$ cat config.mk
export PLATFORM = sky130hd
export DESIGN_NAME = counter_din_cond
export DESIGN_NICKNAME = d
export VERILOG_FILES = /design/src/rtl/counter_din_cond.sv
export SDC_FILE = /design/constraint.sdc
export NUM_CORES = 1
export LEC_CHECK = 0
export CAP_MARGIN = 20
export CORE_AREA = 2 2 48 50
export DETAILED_ROUTE_END_ITERATION = 8
export DIE_AREA = 0 0 50 52
export PLACE_DENSITY_LB_ADDON = 0.1
export SLEW_MARGIN = 20
export SYNTH_ARGS = -nofsm -noshare
export SYNTH_HDL_FRONTEND = slang
export SYNTH_SLANG_ARGS = --single-unit
$ cat constraint.sdc
create_clock -name i_clk_din -period 2.5 [get_ports i_clk_din]
set_input_delay 0.5 -clock i_clk_din [delete_from_list [all_inputs] [get_ports i_clk_din]]
set_output_delay 0.5 -clock i_clk_din [all_outputs]
set_load 0.05 [all_outputs]
$ cat src/rtl/counter_din_cond.sv
// Input conditioner: 2-FF sync, glitch filter and minimum-hold FSM feeding the edge-handshake synchronizer.
// Define COUNTER_DIN_DROP_CNT_EN to build the lost-edge counter; otherwise o_drop_cnt is tied to 0.
module counter_din_cond #(
   parameter int unsigned FILTER_CYCLES = 4,
   parameter int unsigned HOLD_CYCLES   = 16,
   parameter int unsigned CNT_W         = 8
) (
   input  logic             i_clk_din,
   input  logic             i_rstn_din,
   input  logic             i_raw,
   input  logic             i_drop_clr,
   output logic             o_din,
   output logic             o_busy,
   output logic [CNT_W-1:0] o_drop_cnt
);

   localparam int unsigned FLT_W  = (FILTER_CYCLES > 1) ? $clog2(FILTER_CYCLES) : 1;
   localparam int unsigned HOLD_W = $clog2(HOLD_CYCLES);
   localparam logic [FLT_W-1:0]  FLT_LAST  = FLT_W'(FILTER_CYCLES - 1);
   localparam logic [HOLD_W-1:0] HOLD_LOAD = HOLD_W'(HOLD_CYCLES - 1);

   // Encoding chosen so o_din and o_busy come straight from state flops (glitch-free).
   typedef enum logic [1:0] {
      LOW_IDLE  = 2'b00,
      LOW_HOLD  = 2'b01,
      HIGH_IDLE = 2'b10,
      HIGH_HOLD = 2'b11
   } state_t;

   state_t            state, state_nxt;
   logic              s1, s2, filtered;
   logic [FLT_W-1:0]  flt_cnt;
   logic [HOLD_W-1:0] hold_cnt, hold_nxt;
   logic              flt_accept;
   logic              hold_exit;

   assign flt_accept = (s2 != filtered) && (flt_cnt == FLT_LAST);
   assign o_din      = state[1];
   assign o_busy     = state[0];

   always_ff @(posedge i_clk_din or negedge i_rstn_din) begin
      if (!i_rstn_din) begin
         s1       <= 1'b0;
         s2       <= 1'b0;
         filtered <= 1'b0;
         flt_cnt  <= '0;
      end else begin
         s1 <= i_raw;
         s2 <= s1;
         if (s2 == filtered) begin
            flt_cnt <= '0;
         end else if (flt_accept) begin
            filtered <= s2;
            flt_cnt  <= '0;
         end else begin
            flt_cnt <= flt_cnt + FLT_W'(1);
         end
      end
   end

   always_ff @(posedge i_clk_din or negedge i_rstn_din) begin
      if (!i_rstn_din) begin
         state    <= LOW_IDLE;
         hold_cnt <= '0;
      end else begin
         state    <= state_nxt;
         hold_cnt <= hold_nxt;
      end
   end

   always_comb begin
      state_nxt = state;
      hold_nxt  = hold_cnt;
      hold_exit = 1'b0;
      case (state)
         LOW_IDLE: begin
            if (filtered) begin
               state_nxt = HIGH_HOLD;
               hold_nxt  = HOLD_LOAD;
            end
         end
         HIGH_IDLE: begin
            if (!filtered) begin
               state_nxt = LOW_HOLD;
               hold_nxt  = HOLD_LOAD;
            end
         end
         HIGH_HOLD: begin
            if (hold_cnt == '0) begin
               hold_exit = 1'b1;
               if (!filtered) begin
                  state_nxt = LOW_HOLD;
                  hold_nxt  = HOLD_LOAD;
               end else begin
                  state_nxt = HIGH_IDLE;
               end
            end else begin
               hold_nxt = hold_cnt - HOLD_W'(1);
            end
         end
         LOW_HOLD: begin
            if (hold_cnt == '0) begin
               hold_exit = 1'b1;
               if (filtered) begin
                  state_nxt = HIGH_HOLD;
                  hold_nxt  = HOLD_LOAD;
               end else begin
                  state_nxt = LOW_IDLE;
               end
            end else begin
               hold_nxt = hold_cnt - HOLD_W'(1);
            end
         end
         default: state_nxt = LOW_IDLE;
      endcase
   end

`ifdef COUNTER_DIN_DROP_CNT_EN
   logic [CNT_W-1:0] win_cnt, win_sum, lost;
   logic [CNT_W:0]   drop_sum;

   // win_sum folds in an edge accepted during the exit cycle; one net edge is deferred, not lost.
   always_comb begin
      win_sum = win_cnt;
      if (o_busy && flt_accept && (win_cnt != '1)) begin
         win_sum = win_cnt + CNT_W'(1);
      end
      lost     = win_sum - CNT_W'(filtered != o_din);
      drop_sum = {1'b0, o_drop_cnt} + {1'b0, lost};
   end

   always_ff @(posedge i_clk_din or negedge i_rstn_din) begin
      if (!i_rstn_din) begin
         win_cnt    <= '0;
         o_drop_cnt <= '0;
      end else begin
         if (hold_exit) begin
            win_cnt <= '0;
         end else if (o_busy) begin
            win_cnt <= win_sum;
         end
         if (i_drop_clr) begin
            o_drop_cnt <= '0;
         end else if (hold_exit) begin
            o_drop_cnt <= drop_sum[CNT_W] ? '1 : drop_sum[CNT_W-1:0];
         end
      end
   end
`else
   logic unused_drop;
   assign unused_drop = i_drop_clr ^ hold_exit;
   assign o_drop_cnt  = '0;
`endif

endmodule

Word level (Yosys, flattened, before mapping)
Index checks and enable logic that the tools add are counted.
{"block": "word_totals", "register_bits": 11, "latch_bits": 0, "ram_bits": 0, "mem_bits_ro": 0, "out_inout_bits": 10, "wordCells": 38, "memories": 0}
{"block": "classes", "add_sub_neg": 2, "n_mul": 0, "div_mod_pow": 0, "n_lt_le_gt_ge": 0, "n_eq_ne": 10, "shifts": 0, "n_mux": 14, "n_bitwise": 1, "reduce_logical": 5}
{"operator": "2-bit two-way mux", "count": 8}
{"operator": "4-bit two-way mux", "count": 4}
{"operator": "4-bit case mux with 4 select lines", "count": 1}
{"operator": "2-bit != test (second input constant)", "count": 4}
{"operator": "2-bit case mux with 4 select lines", "count": 1}
{"operator": "2-bit equality test (second input constant)", "count": 3}
{"operator": "4-bit zero test", "count": 1}
{"operator": "4-bit AND reduction", "count": 1}
{"operator": "4-bit by 1-bit subtractor with 4-bit output (second input constant)", "count": 1}
{"operator": "2-bit by 1-bit adder with 2-bit output (second input constant)", "count": 1}
{"operator": "2-bit by 1-bit equality test with 1-bit output (second input constant)", "count": 1}
{"operator": "2-bit zero test", "count": 1}
{"operator": "2-bit AND reduction", "count": 1}
{"operator": "1-bit equality test", "count": 1}
{"operator": "1-bit logical AND", "count": 1}
{"operator": "1-bit != test", "count": 1}
{"operator": "1-bit inverter", "count": 1}

Logic depth before layout (Yosys ltp)
{"block": "depth", "word_depth": 4, "depth_mapped": 5, "ltp_nobuf": 5}

Worst setup path after synthesis
Ideal clock, no wire load.
{"block": "synth_path", "path_kind": "register to register", "startpoint": "register hold_cnt[0]", "endpoint": "register state[1]", "setup_ns": 0.125, "t_arrival_ns": 1.263, "required_time_ns": 2.375, "setup_slack_ns": 1.112, "stages_incl_launch_ff": 6, "period_less_slack_ns": 1.388, "cell_sequence": "dfrtp_1 > inv_1 > ha_1 > nand2b_4 > o21ai_4 > mux2_2"}
{"block": "synth_via", "elab_chain_cells": 3}
{"element": "from (decl)", "line": "33", "text": "logic [HOLD_W-1:0] hold_cnt, hold_nxt;"}
{"element": "from (signal assigned)", "line": "67", "text": "hold_cnt <= hold_nxt;"}
{"element": "4-bit zero test *", "line": "89, 102"}
{"element": "2-bit != test (no line)"}
{"element": "4-bit AND reduction (no line) *"}
{"element": "to (signal assigned)", "line": "66", "text": "state <= state_nxt;"}
{"element": "to (decl)", "line": "30", "text": "state_t state, state_nxt;"}
Every way passes the cells marked *; elsewhere a longest branch is shown, timed or not.
A chain may end at the register's enable or synchronous reset.

Worst setup path after layout
{"block": "layout_path", "startpoint": "register state[0]", "endpoint": "output port o_busy"}
{"element": "to (decl)", "line": "13", "text": "output logic o_busy,"}
No word-level cell between the ends.

==> metrics.csv <==
metric,value,unit
min_from,s1,
pin_count,14,
grt_pass1_wl,1545,um
worstPathCellList,clkdlybuf4s50_1,
cts_buffers,3,
synth_common_cells,"dfrtp_1 (11), buf_4 (8)",
synth_area_leaders,"dfrtp_1 (47%), buf_4 (10%), ha_1 (6.4%)",
cts_resized,0,
via_per_inst,4.011,
grt_pass1_vias,346,
cts_hold_buffers,0,
combinationalPowerShare,46.3,%
p_per_area,1291,nW/um^2
netlist_area,585.6,sq um
grt-ovfl-total,0,
cts_root_buffer,clkbuf_4,
status,completed,
synth-seq-cells,11,
rsz0062_at_grt,false,
start_util,27.81,%
post_drt_wl_per_cell,9.908,um
syn-mean-instance-area,11.26,sq um
fin_nets,67,
worstMarginPinSlew,511.8,ps
setup_ws,389.3,ps
swShare,41.99,%
crit_fanout,7,
r2r_start,hold_cnt[0],
whs_path_depth,0,
fin_crit_sh,84.43,%
cp.required,2000,ps
synth_ff_type,dfrtp_1,
place_ws,680.5,ps
hold_viol_final,0,
post-cts-setup-buffers,0,
reg2regPathDepth,5,
max_freq,473.8,MHz
synth.most_common_cell,dfrtp_1,
dr.first_iter.drc_count,3,
clkSinkCount,11,
ctsHtreeMaxLevel,1,
die_area,2600,sq um
synth_top_area_share,47.01,%
hp-class,reg -> reg,
cts_buffer_depth,2,
power.switching,0.3541,mW
async_flop_share,100.0,%
fin_tns_setup,0,ps
crit_type,reg -> out,
slew_viol_final,0,
io_buffer_count,4,
maxSlewHeadroom,65.77,%
finalWeightedCongestion,0.6365,
hpwl,644.3,um
synth_edf_count,0,
syn_inst,52,
via_count,349,
worstSetupStartpointType,flop,
postRouteAntennaNets,0,
ys_types,21,
wirelength,862,um
cp.buffers_inverters,1,
clk_pin_slew,70,ps
setup_viol,0,
die_h,52,um
antenna_found_initial,0,
drtPass1Iterations,2,
drive_gt1_share,15.25,%
cap_viol_max_count,0,
clkPwrFrac,14.4,%
ir_worst_vdd,0.5205,mV
holdPathEnd,s2,
endpoint_kind,primary output,
core_area,2106,sq um
r2r-end,state[1],
die_x,50,um
crit_family,buffers and inverters,
grt_max_degree,12,
cpPeakStageDelay,850,ps
r2r_slack,1000,ps
synth_top_area_cell,dfrtp_1,
drc,0,
pwr-share-seq,39.3,%
leakage,0.2961,nW
ys_seq_area_share,47.01,%
worst_path_max_delay_cell,clkdlybuf4s50_1,
rows,17,
fin_crit,2111,ps
antenna_cells,0,
p_int,0.4892,mW
cts_tree,done,
insertion_delay,270,ps
arrival,1610,ps
ys.warnings.count,0,
syn_to_final_growth,11.54,%
skew,3.290,ps
gr-usage-all-layers,8.354,%
## final cells by class
| cell class | instances | area [sq um] |
|---|---|---|
| multi-input cells | 37 | 265.3 |
| repair buffers | 4 | 40.04 |
| fillers | 222 | 1453 |
| flip-flops and latches | 11 | 275.3 |
| inverters | 3 | 11.26 |
| clock buffers | 4 | 26.28 |
| well taps | 28 | 35.03 |
## state kept, by name, summed over array words and instances (netlist names)
signal,count
s1,1
hold_cnt,4
s2,1
filtered,1
flt_cnt,2
state,2
## routing by layer
layer / wire length (um) / vias to the layer above / share of wire, % / GRT usage, %
met5: 0 / - / 0 / 0
met4: 0 / 0 / 0 / 6.944
met3: 27 / 0 / 3.1 / 1.724
met2: 384 / 7 / 45 / 11.18
met1: 450 / 171 / 52 / 11.37
li1: - / 171 / - / -
## kinds of logic (layout without fill, tap and decap cells)
logic type | after synthesis | in the layout | share of synthesized area [%]
other cells | 1 | 8 | 0.6404
fa+ha+maj | 3 | 3 | 6.411
xor+xnor | 2 | 2 | 4.275
flops | 11 | 11 | 47.01
buf+inv | 11 | 11 | 12.18
mux | 4 | 4 | 7.265
simple gates | 14 | 14 | 13.46
compound gates | 6 | 6 | 8.763
## per-stage QoR
stage	hold WS [ps]	instance area, sq um	power, mW	cells	util, %
finish	358.4	653.1	0.8433	87	31.02
global route	367.8	653.1	0.9230	87	31.02
CTS	363.5	653.1	0.8612	87	31.02
detailed placement	346.6	626.9	0.7312	83	29.77
global placement	335.0	626.9	0.7340	83	29.77
floorplan	204.4	611.8	0.6482	59	-
## worst max-delay path by stage
stage | cells past startpoint | start | slack [ps] | end
after global routing | 1 | state[0] | 310 | o_busy
after floorplan | 5 | hold_cnt[0] | 1110 | state[1]
after global placement | 1 | state[0] | 690 | o_busy
after detailed placement | 1 | state[0] | 680 | o_busy
final | 1 | state[0] | 390 | o_busy
after CTS | 1 | state[0] | 370 | o_busy
## worst register-to-register path: stages (launching register included)
cell and delay, ps:
dfrtp_1 420, inv_1 100, ha_1 230, nand2b_4 90
o21ai_4 190, mux2_2 360
## cells in the final DEF, fill, tap and decap left out, types with 3 or more instances in the layout
master           count
dfrtp_1             11
conb_1               8
clkdlybuf4s50_1      4
inv_1                3
nor3_1               3
nor2_1               3
ha_1                 3
clkbuf_4             3
## power groups by stage
stage | clock (mW) | sequential [mW] | combinational, mW
2_1_floorplan | 0 | 0.364 | 0.284
3_3_place_gp | 0 | 0.337 | 0.397
3_5_place_dp | 0 | 0.338 | 0.393
4_1_cts | 0.131 | 0.334 | 0.396
5_1_grt | 0.142 | 0.350 | 0.431
6_report | 0.121 | 0.332 | 0.390
No activity file was read; power rests on OpenSTA's default activity.
